File: config.mk
export PLATFORM = sky130hd
export DESIGN_NAME = gates_reduce_stream
export DESIGN_NICKNAME = d
export VERILOG_FILES = /design/src/rtl/gates_reduce_stream.sv
export SDC_FILE = /design/constraint.sdc
export NUM_CORES = 1
export LEC_CHECK = 0
export CORE_ASPECT_RATIO = 0.5
export CORE_MARGIN = 2
export CORE_UTILIZATION = 29
export CTS_CLUSTER_DIAMETER = 30
export DETAILED_ROUTE_END_ITERATION = 8
export SYNTH_ARGS = -nofsm -noshare
export SYNTH_HDL_FRONTEND = slang
export SYNTH_SLANG_ARGS = --single-unit
File: constraint.sdc
create_clock -name clk -period 3.4 [get_ports clk]
set_input_delay 0.68 -clock clk [delete_from_list [all_inputs] [get_ports clk]]
set_output_delay 0.68 -clock clk [all_outputs]
set_load 0.02 [all_outputs]
File: src/rtl/gates_reduce_stream.sv
// rtl/gates_reduce_stream.sv - streaming AND/OR/XOR frame reducer with beat count
// Folds every bit of every beat into one result per frame, held in a single valid/ready slot.
module gates_reduce_stream #(
   parameter int WIDTH = 4,
   parameter int CNT_W = 8
) (
   input  logic             clk,
   input  logic             rst,
   input  logic             in_valid,
   output logic             in_ready,
   input  logic [WIDTH-1:0] in_data,
   input  logic             in_last,
   output logic             out_valid,
   input  logic             out_ready,
   output logic             out_and,
   output logic             out_or,
   output logic             out_xor,
   output logic [CNT_W-1:0] out_count,
   output logic             out_sat
);

   logic             fire_in;
   logic             beat_and;
   logic             beat_or;
   logic             beat_xor;
   logic             cnt_max;
   logic [CNT_W-1:0] cnt_nxt;
   logic             sat_nxt;

   logic             acc_and;
   logic             acc_or;
   logic             acc_xor;
   logic [CNT_W-1:0] acc_cnt;
   logic             acc_sat;

   // Ready is withheld for every beat while the slot is full and not draining.
   assign in_ready = !out_valid || out_ready;
   assign fire_in  = in_valid && in_ready;

   assign beat_and = &in_data;
   assign beat_or  = |in_data;
   assign beat_xor = ^in_data;

   assign cnt_max  = (acc_cnt == {CNT_W{1'b1}});
   assign cnt_nxt  = cnt_max ? acc_cnt : acc_cnt + CNT_W'(1);
   assign sat_nxt  = acc_sat || cnt_max;

   always_ff @(posedge clk) begin
      if (rst) begin
         out_valid <= 1'b0;
         out_and   <= 1'b0;
         out_or    <= 1'b0;
         out_xor   <= 1'b0;
         out_count <= '0;
         out_sat   <= 1'b0;
         acc_and   <= 1'b1;
         acc_or    <= 1'b0;
         acc_xor   <= 1'b0;
         acc_cnt   <= '0;
         acc_sat   <= 1'b0;
      end else begin
         if (out_valid && out_ready) begin
            out_valid <= 1'b0;
         end
         if (fire_in) begin
            if (in_last) begin
               // A last beat that coincides with a drain keeps out_valid high.
               out_valid <= 1'b1;
               out_and   <= acc_and & beat_and;
               out_or    <= acc_or | beat_or;
               out_xor   <= acc_xor ^ beat_xor;
               out_count <= cnt_nxt;
               out_sat   <= sat_nxt;
               acc_and   <= 1'b1;
               acc_or    <= 1'b0;
               acc_xor   <= 1'b0;
               acc_cnt   <= '0;
               acc_sat   <= 1'b0;
            end else begin
               acc_and   <= acc_and & beat_and;
               acc_or    <= acc_or | beat_or;
               acc_xor   <= acc_xor ^ beat_xor;
               acc_cnt   <= cnt_nxt;
               acc_sat   <= sat_nxt;
            end
         end
      end
   end

endmodule

==> impl_metrics.ini, run 1 <==
[run_status]
run_status = complete, no violations

[logic_synthesis]
synth_top_cell_area_share_pct = 40.7
async_reset_ff_share_pct = 0
post_synth.cell_area_avg_um2 = 9.18
synth.ff_latch_count = 25
synth.cells.most_frequent = 25 x sky130_fd_sc_hd__dfxtp_1, 12 x sky130_fd_sc_hd__nor2_1, 9 x sky130_fd_sc_hd__a21oi_1, 9 x sky130_fd_sc_hd__nand3_1, 8 x sky130_fd_sc_hd__inv_1
synth_top_flop_cell = sky130_fd_sc_hd__dfxtp_1
synth.cell_area_um2 = 1230
synth-warning-count = 0
synth-edff-count = 0
synthesis.nets = 148
synth.largest_area_cell = sky130_fd_sc_hd__dfxtp_1
post_synth_num_cell_types = 40
synth_seq_area_share_pct = 40.7
yosys.cell_count.top_type = sky130_fd_sc_hd__dfxtp_1
cell_types_with_the_largest_area_share_after_synthesis = sky130_fd_sc_hd__dfxtp_1 41%, sky130_fd_sc_hd__ha_1 5.1%, sky130_fd_sc_hd__a21oi_1 3.7%
synth_cells = 134

[clock_tree]
post_cts_buffers = 0
clkLatencyLatePin_ns = 0.27
cts_max_path_buffers = 2
cts_max_level = 1
cts_sinks = 25
cts_inserted_buffers = 3
number_of_resized_instances_in_the_post_cts_repair_step = 0
tritoncts = yes
cts.reportedPaths.clkPinSlew_ns = 0.09
clock_tree.root_cell = sky130_fd_sc_hd__clkbuf_8
cts-hold-fix-buffers = 0

[placed_design]
postPlaceCellArea_um2 = 1480
dp.cells = 204
gp_congestion = 0.790
portBuffers = 22
dp_hpwl_um = 2000

[timing]
timing.setup.tns_ns = 0
finalHoldViolations = 0
fin_crit_sh_pct = 78.5
max-slew-margin-rel_pct = 64.2
fin_crit_ns = 2.67
finalSetupViolCount = 0
clock_skew_ns = 0.00406
timing.final.max_slew_violations = 0
max_freq_mhz = 375
rsz_0062_raised_after_global_routing = false
worst_pin_slew_ns = 0.537
worst_hold_slack_ns = 0.461

[floorplanning]
initial_core_util_pct = 30.9
fp.coreArea_um2 = 3980
placement_rows = 16
die-width_um = 96.1
floorplan.die_area_um2 = 4810
io_pins = 23
die_height_um = 50.1

[run]
drv_cap = 0

[global_route]
gr-usage-met1_pct = 19.0
grt_antenna_before_repair = 0
busiest_layer = met1
grt_pass1_wl_um = 4630
met3_usage_pct = 3.21
track_usage_pct = 12.5
vias_in_the_first_global_route = 923
grt_max_degree = 16
grt_remaining_overflow = 0
use_met2_pct = 17.1

[power]
power.static_leakage_nw = 0.592
power-per-cell-area_nw_per_um2 = 365
ir_worst_vdd_uv = 186

[finish]
stdcell_count = 208
layout.filler_cells = 394
final_antenna_diode_count = 0
area.growth.synth_to_final_pct = 24.2
layout.cell_area.non_filler_um2 = 1530
design.final.nets = 169
post_route_cells_drive_above_1_share_pct = 8.44

[min_path]
timing.hold.worst.class = register to register
timing.hold.worst_path_depth = 2
hold_path.startpoint = out_count[5]
hold_path_end = out_count[5]

[drt]
ant_nets = 0
wl_per_cell_um = 13.2
dr_total_vias = 1040
violation_count_after_the_first_detailed_routing_iteration = 56
drt_pass1_iterations = 4
detail_route.drc_violations = 0
post_drt_via_cell_ratio = 5.00
drt-total-wl_um = 2750

[setup_path]
crit_path_start_kind = primary input
timing.reg2reg.worst_path_depth = 5
critPathArrivalTime_ns = 1.99
r2r_slack_ns = 1.70
r2r-start = acc_cnt[0]
worstPathRequired_ns = 2.72
cp_max_fo = 7
timing_worst_setup_path_type = primary input to output port
r2r_end = acc_cnt[0]
cp-end-kind = output port
-- cell type report --
class	count	area, µm²	share of cell area, %
multi-input cells	95	661	43.2
flip-flops and latches	25	500	32.8
repair buffers	22	220	14.4
well taps	54	67.6	4.42
clock buffers	3	41.3	2.70
inverters	8	30.0	1.97
clock inverters	1	7.51	0.491
-- cells in the final DEF (no fill, tap or decap) --
cell and instances:
sky130_fd_sc_hd__ha_1 5, sky130_fd_sc_hd__a311oi_1 1, sky130_fd_sc_hd__and2_1 2, sky130_fd_sc_hd__nand4_1 3, sky130_fd_sc_hd__o31ai_1 1, sky130_fd_sc_hd__and4_4 2
sky130_fd_sc_hd__a21o_1 1, sky130_fd_sc_hd__nand3_1 9, sky130_fd_sc_hd__xor2_1 2, sky130_fd_sc_hd__nand4_4 1, sky130_fd_sc_hd__and2_2 1, sky130_fd_sc_hd__clkdlybuf4s50_1 22
sky130_fd_sc_hd__o21ai_0 4, sky130_fd_sc_hd__nand2_1 4, sky130_fd_sc_hd__o22ai_1 1, sky130_fd_sc_hd__nor2_2 1, sky130_fd_sc_hd__o211a_1 1, sky130_fd_sc_hd__o211ai_1 1
sky130_fd_sc_hd__a21oi_1 9, sky130_fd_sc_hd__a211oi_1 1, sky130_fd_sc_hd__o41ai_1 1, sky130_fd_sc_hd__mux2i_1 3, sky130_fd_sc_hd__nor3_1 1, sky130_fd_sc_hd__nor2_1 12
sky130_fd_sc_hd__clkbuf_8 3, sky130_fd_sc_hd__a32o_1 4, sky130_fd_sc_hd__o2bb2ai_1 5, sky130_fd_sc_hd__a22o_1 3, sky130_fd_sc_hd__nor2b_1 3, sky130_fd_sc_hd__dfxtp_1 25
sky130_fd_sc_hd__a31oi_1 1, sky130_fd_sc_hd__nand4b_1 1, sky130_fd_sc_hd__nand2b_1 5, sky130_fd_sc_hd__xnor2_1 1, sky130_fd_sc_hd__and3_2 3, sky130_fd_sc_hd__clkinvlp_4 1
sky130_fd_sc_hd__inv_1 8, sky130_fd_sc_hd__nand3b_1 1, sky130_fd_sc_hd__a21o_2 1
-- stage by stage --
step	worst slack, ns	power (W)	util, %
4_1_cts	0.727	0.000561	38.3
6_report	0.732	0.000557	38.3
3_3_place_gp	0.755	0.000380	37.1
2_1_floorplan	1.69	0.000352	-
5_1_grt	0.668	0.000584	38.3
3_5_place_dp	0.739	0.000381	37.1
-- flip-flops by register name, summed over array words and instances (netlist names) --
name,cells
acc_sat,1
out_or,1
acc_or,1
out_valid,1
out_sat,1
acc_and,1
out_xor,1
acc_xor,1
acc_cnt,8
out_count,8
out_and,1
-- routing by layer --
metal  routed length, µm  up-vias  part of all wire, %
li1                    -      526                    -
met4                  41        0                  1.5
met3                  91        6                  3.3
met2                1090       19                   40
met5                   0        -                    0
met1                1530      489                   56
-- power by group --
part,leakage (nW),internal [W],switching (W)
Combinational,0.367,0.0000303,0.0000381
Clock,0.0217,0.0000832,0.000100
Sequential,0.203,0.000300,0.00000509
-- worst max-delay path: stages --
cell                              delay, ns
sky130_fd_sc_hd__clkdlybuf4s50_1       0.45
sky130_fd_sc_hd__nand2b_1              0.22
sky130_fd_sc_hd__clkdlybuf4s50_1       0.64
-- worst max path at each step --
| stage | endpoint | from | slack (ns) | cells past startpoint |
|---|---|---|---|---|
| 3_5_place_dp | in_ready | out_ready | 0.74 | 3 |
| 3_3_place_gp | in_ready | out_ready | 0.75 | 3 |
| 5_1_grt | in_ready | out_ready | 0.67 | 3 |
| 4_1_cts | in_ready | out_ready | 0.73 | 3 |
| 2_1_floorplan | out_count[2] | out_ready | 1.69 | 6 |
| 6_report | in_ready | out_ready | 0.73 | 3 |
-- cell families after synthesis --
group	synth area share (%)
simple gates	23.4
buf+inv	5.59
compound gates	20.7
xor+xnor	2.14
mux	2.44
flops	40.7
fa+ha+maj	5.09
Note: power is estimated with default switching activity, not from simulation.
==> inputs of run 2 (changes only) <==
Clock period 3.4 ns to 2.5 ns, I/O delays scaled along.
==> impl_metrics.ini, run 2 (synthesis results as in run 1) <==
[drt]
ant_nets = 0
dr_wl_met2_um = 1210
violation_count_after_the_first_detailed_routing_iteration = 102
dr_total_vias = 1062
drt-total-wl_um = 2850
drt_pass1_iterations = 5
detail_route.drc_violations = 0
routed.top_layer = met3
detail_route.wirelength.met1_um = 1510
post_drt_via_cell_ratio = 5.01
wl_per_cell_um = 13.4
dr_wl_met3_um = 134

[floorplanning]
initial_core_util_pct = 30.9
die_height_um = 50.1
placement_rows = 16
die-width_um = 96.1
fp.coreArea_um2 = 3980
io_pins = 23
floorplan.die_area_um2 = 4810

[finish]
area.growth.synth_to_final_pct = 26.7
design.final.nets = 173
final_antenna_diode_count = 0
final_core_util_pct = 39.1
post_route_cells_drive_above_1_share_pct = 10.8
leading_cell_types_in_the_layout_fill_and_taps_excluded = 25 x sky130_fd_sc_hd__dfxtp_1, 22 x sky130_fd_sc_hd__clkdlybuf4s50_1, 12 x sky130_fd_sc_hd__nor2_1
final_common_cell = sky130_fd_sc_hd__dfxtp_1
layout.filler_cells = 403
largest_registers = acc_cnt x8, out_count x8

[power]
power.static_leakage_nw = 0.611
ir_worst_vdd_uv = 242
power-per-cell-area_nw_per_um2 = 490
power.total_w = 0.000763

[global_route]
grt_antenna_before_repair = 0
grt_max_degree = 16
grt_pass1_wl_um = 4890
vias_in_the_first_global_route = 957
grt_remaining_overflow = 0
track_usage_pct = 13.3

[setup_path]
worstPathRequired_ns = 2.00
cpMaxStageDelayCell = sky130_fd_sc_hd__clkdlybuf4s50_1
cp.buffers_inverters = 2
crit_path_start_kind = primary input
cp_max_fo = 2
worst_path_largest_cell_delay_ns = 0.60
cp_top_family = buffers and inverters
critPathArrivalTime_ns = 1.66
r2r-start = acc_cnt[0]
cp-end-kind = output port
timing_worst_setup_path_type = primary input to output port
worstPathCellList = clkdlybuf4s50_1, nand2b_1, clkdlybuf4s50_1
cpMostUsedCell = sky130_fd_sc_hd__clkdlybuf4s50_1
worst_setup_path_startpoint = out_ready

[placed_design]
dp_hpwl_um = 2120
portBuffers = 22
gp_congestion = 0.909

[timing]
worst_pin_slew_ns = 0.490
fin_crit_ns = 2.16
fin_crit_sh_pct = 86.4
timing.final.max_slew_violations = 0
clock_skew_ns = 0.00200
finalHoldViolations = 0
timing.setup.tns_ns = 0
finalSetupViolCount = 0
max-slew-margin-rel_pct = 67.2
rsz_0062_raised_after_global_routing = false
max_freq_mhz = 463

[clock_tree]
cts_max_level = 1
cts_inserted_buffers = 3
number_of_resized_instances_in_the_post_cts_repair_step = 0
clock_tree.root_cell = sky130_fd_sc_hd__clkbuf_8
cts.reportedPaths.clkPinSlew_ns = 0.09
tritoncts = yes
cts_sinks = 25
clkLatencyLatePin_ns = 0.27
cts_max_path_buffers = 2
cts-hold-fix-buffers = 0
post_cts_buffers = 0

[run_status]
run_status = complete, no violations

[min_path]
hold_path.startpoint = out_count[5]
timing.hold.worst.class = register to register

[run]
drv_cap = 0
[run 2: changes by cell type in the layout (fill, tap and decap cells not counted)]
cell,change
sky130_fd_sc_hd__buf_4,+4
[run 2: final cells by class]
class / instances / area [µm²] / share of cell area (%)
clock buffers: 3 / 41.3 / 2.65
clock inverters: 1 / 7.51 / 0.482
inverters: 8 / 30.0 / 1.93
multi-input cells: 95 / 661 / 42.4
flip-flops and latches: 25 / 500 / 32.1
well taps: 54 / 67.6 / 4.34
repair buffers: 26 / 250 / 16.1
[run 2: per-stage QoR]
step,worst slack (ns),hold slack [ns],std cells,area [µm²]
floorplan,0.970,0.437,134,1230
global placement,0.345,0.442,208,1510
detailed placement,0.332,0.452,208,1510
CTS,0.325,0.468,212,1560
global route,0.273,0.495,212,1560
finish,0.339,0.460,212,1560
[run 2: power by group]
part / leakage, nW / switching (W) / internal [W]
Combinational: 0.386 / 0.0000541 / 0.0000456
Sequential: 0.203 / 0.00000679 / 0.000409
Clock: 0.0217 / 0.000135 / 0.000113
Total: 0.611 / 0.000196 / 0.000567
[run 2: final timing paths]
check                           cells past startpoint           end  slack (ns)
worst max-delay path                                3      in_ready        0.34
worst min-delay path                                2  out_count[5]        0.46
worst max register to register                      5    acc_cnt[1]        0.84
worst min register to register                      2  out_count[5]        0.46
[run 2: per-layer routing]
metal  vias up  track usage, %
li1        540               -
met1       498            19.8
met2        24            18.3
met3         0            4.28
met4         0            2.86
met5         -               0
[run 2: tightest hold or removal path: cells and delay by family (launching register included)]
family                 cells  cell delay, ns
flip-flops                 1            0.32
AO/OA/AOI/OAI              1            0.05
buffers and inverters      1            0.05
==> inputs of run 3 (changes only) <==
Settings changed: SETUP_SLACK_MARGIN from default to 0.4, SKIP_CTS_REPAIR_TIMING from default to 1.
==> impl_metrics.ini, run 3 (synthesis results as in run 1) <==
[global_route]
grt_max_degree = 16
grt_pass1_wl_um = 4890
grt_antenna_before_repair = 0
track_usage_pct = 13.3
grt_remaining_overflow = 0
vias_in_the_first_global_route = 957

[setup_path]
cp_max_fo = 2
crit_path_start_kind = primary input
timing.reg2reg.worst_path_depth = 5
critical_path.endpoint = in_ready
worst-path-stages = 3
worst_path_largest_cell_delay_ns = 0.44
critPathArrivalTime_ns = 1.28
worstPathCellList = clkdlybuf4s50_1, nand2b_1, dlymetal6s2s_1
cp_top_family = buffers and inverters
cpMaxStageDelayCell = sky130_fd_sc_hd__clkdlybuf4s50_1
r2r_end = acc_cnt[1]
timing_worst_setup_path_type = primary input to output port
r2r_slack_ns = 0.84
cp-end-kind = output port
worst_setup_path_startpoint = out_ready
r2r-start = acc_cnt[0]
cp.buffers_inverters = 2
worstPathRequired_ns = 2.00

[timing]
max_freq_mhz = 561
finalSetupViolCount = 0
timing.final.max_slew_violations = 0
clock_skew_ns = 0.00200
timing.setup.tns_ns = 0
finalHoldViolations = 0
fin_crit_ns = 1.78
max-slew-margin-rel_pct = 67.2
fin_crit_sh_pct = 71.3
rsz_0062_raised_after_global_routing = false
worst_pin_slew_ns = 0.490

[drt]
post_drt_via_cell_ratio = 5.01
dr_total_vias = 1062
drt_pass1_iterations = 5
wl_per_cell_um = 13.5
drt-total-wl_um = 2850
detail_route.drc_violations = 0
violation_count_after_the_first_detailed_routing_iteration = 102
ant_nets = 0

[power]
power.static_leakage_nw = 0.612
power-per-cell-area_nw_per_um2 = 489
ir_worst_vdd_uv = 242
power.total_w = 0.000763

[finish]
post_route_cells_drive_above_1_share_pct = 10.8
leading_cell_types_in_the_layout_fill_and_taps_excluded = 25 x sky130_fd_sc_hd__dfxtp_1, 21 x sky130_fd_sc_hd__clkdlybuf4s50_1, 12 x sky130_fd_sc_hd__nor2_1
largest_registers = acc_cnt x8, out_count x8
final_common_cell = sky130_fd_sc_hd__dfxtp_1
stdcell_count = 212
layout.cell_area.non_filler_um2 = 1560
design.final.nets = 173
area.growth.synth_to_final_pct = 26.9
final_antenna_diode_count = 0

[floorplanning]
die_height_um = 50.1
floorplan.die_area_um2 = 4810
io_pins = 23
placement_rows = 16
initial_core_util_pct = 30.9
fp.coreArea_um2 = 3980
die-width_um = 96.1

[clock_tree]
clock_tree.root_cell = sky130_fd_sc_hd__clkbuf_8
cts_max_path_buffers = 2
tritoncts = yes
clkLatencyLatePin_ns = 0.27
cts_sinks = 25
cts_inserted_buffers = 3
cts.reportedPaths.clkPinSlew_ns = 0.09
cts_max_level = 1

[run_status]
run_status = complete, no violations

[placed_design]
dp_hpwl_um = 2120
dp.cells = 208
postPlaceCellArea_um2 = 1510
gp_congestion = 0.909
portBuffers = 22

[run]
drv_cap = 0

[min_path]
timing.hold.worst.class = register to register
## run 3: cell type report
cell class              instances  area (µm²)
clock buffers                   3        41.3
clock inverters                 1        7.51
fillers                       403        2420
inverters                       8        30.0
multi-input cells              95         661
flip-flops and latches         25         500
well taps                      54        67.6
repair buffers                 26         253
## run 3: tightest hold or removal path: stages (launching register included)
cell and delay (ns):
sky130_fd_sc_hd__dfxtp_1 0.32, sky130_fd_sc_hd__inv_1 0.05, sky130_fd_sc_hd__o22ai_1 0.05
## run 3: metrics by stage
step           hold slack [ns]  setup WS [ns]  utilization [%]
2_1_floorplan            0.437          0.970                -
3_3_place_gp             0.442          0.345             37.9
3_5_place_dp             0.452          0.332             37.9
4_1_cts                  0.468          0.325             39.1
5_1_grt                  0.495          0.659             39.2
6_report                 0.460          0.718             39.2
## run 3: worst min-delay path by stage
| stage | from | endpoint | cells after the start |
|---|---|---|---|
| after floorplan | acc_or | acc_or | 2 |
| after global placement | out_count[5] | out_count[5] | 2 |
| after detailed placement | out_count[5] | out_count[5] | 2 |
| after CTS | out_count[5] | out_count[5] | 2 |
| after global routing | out_sat | out_sat | 1 |
| final | out_count[5] | out_count[5] | 2 |
## run 3: per-layer routing
| metal | global-route usage, % | vias to the layer above | part of all wire [%] |
|---|---|---|---|
| met1 | 19.8 | 498 | 53 |
| met4 | 2.86 | 0 | 0 |
| met3 | 4.28 | 0 | 4.8 |
| met5 | 0 | - | 0 |
| li1 | - | 540 | - |
| met2 | 18.3 | 24 | 42 |
## run 3: power by group
part           internal (W)  switching (W)  leakage [nW]   total, W
clock network      0.000113       0.000135        0.0217   0.000248
logic             0.0000455      0.0000541         0.387  0.0000996
registers          0.000409     0.00000680         0.203   0.000415
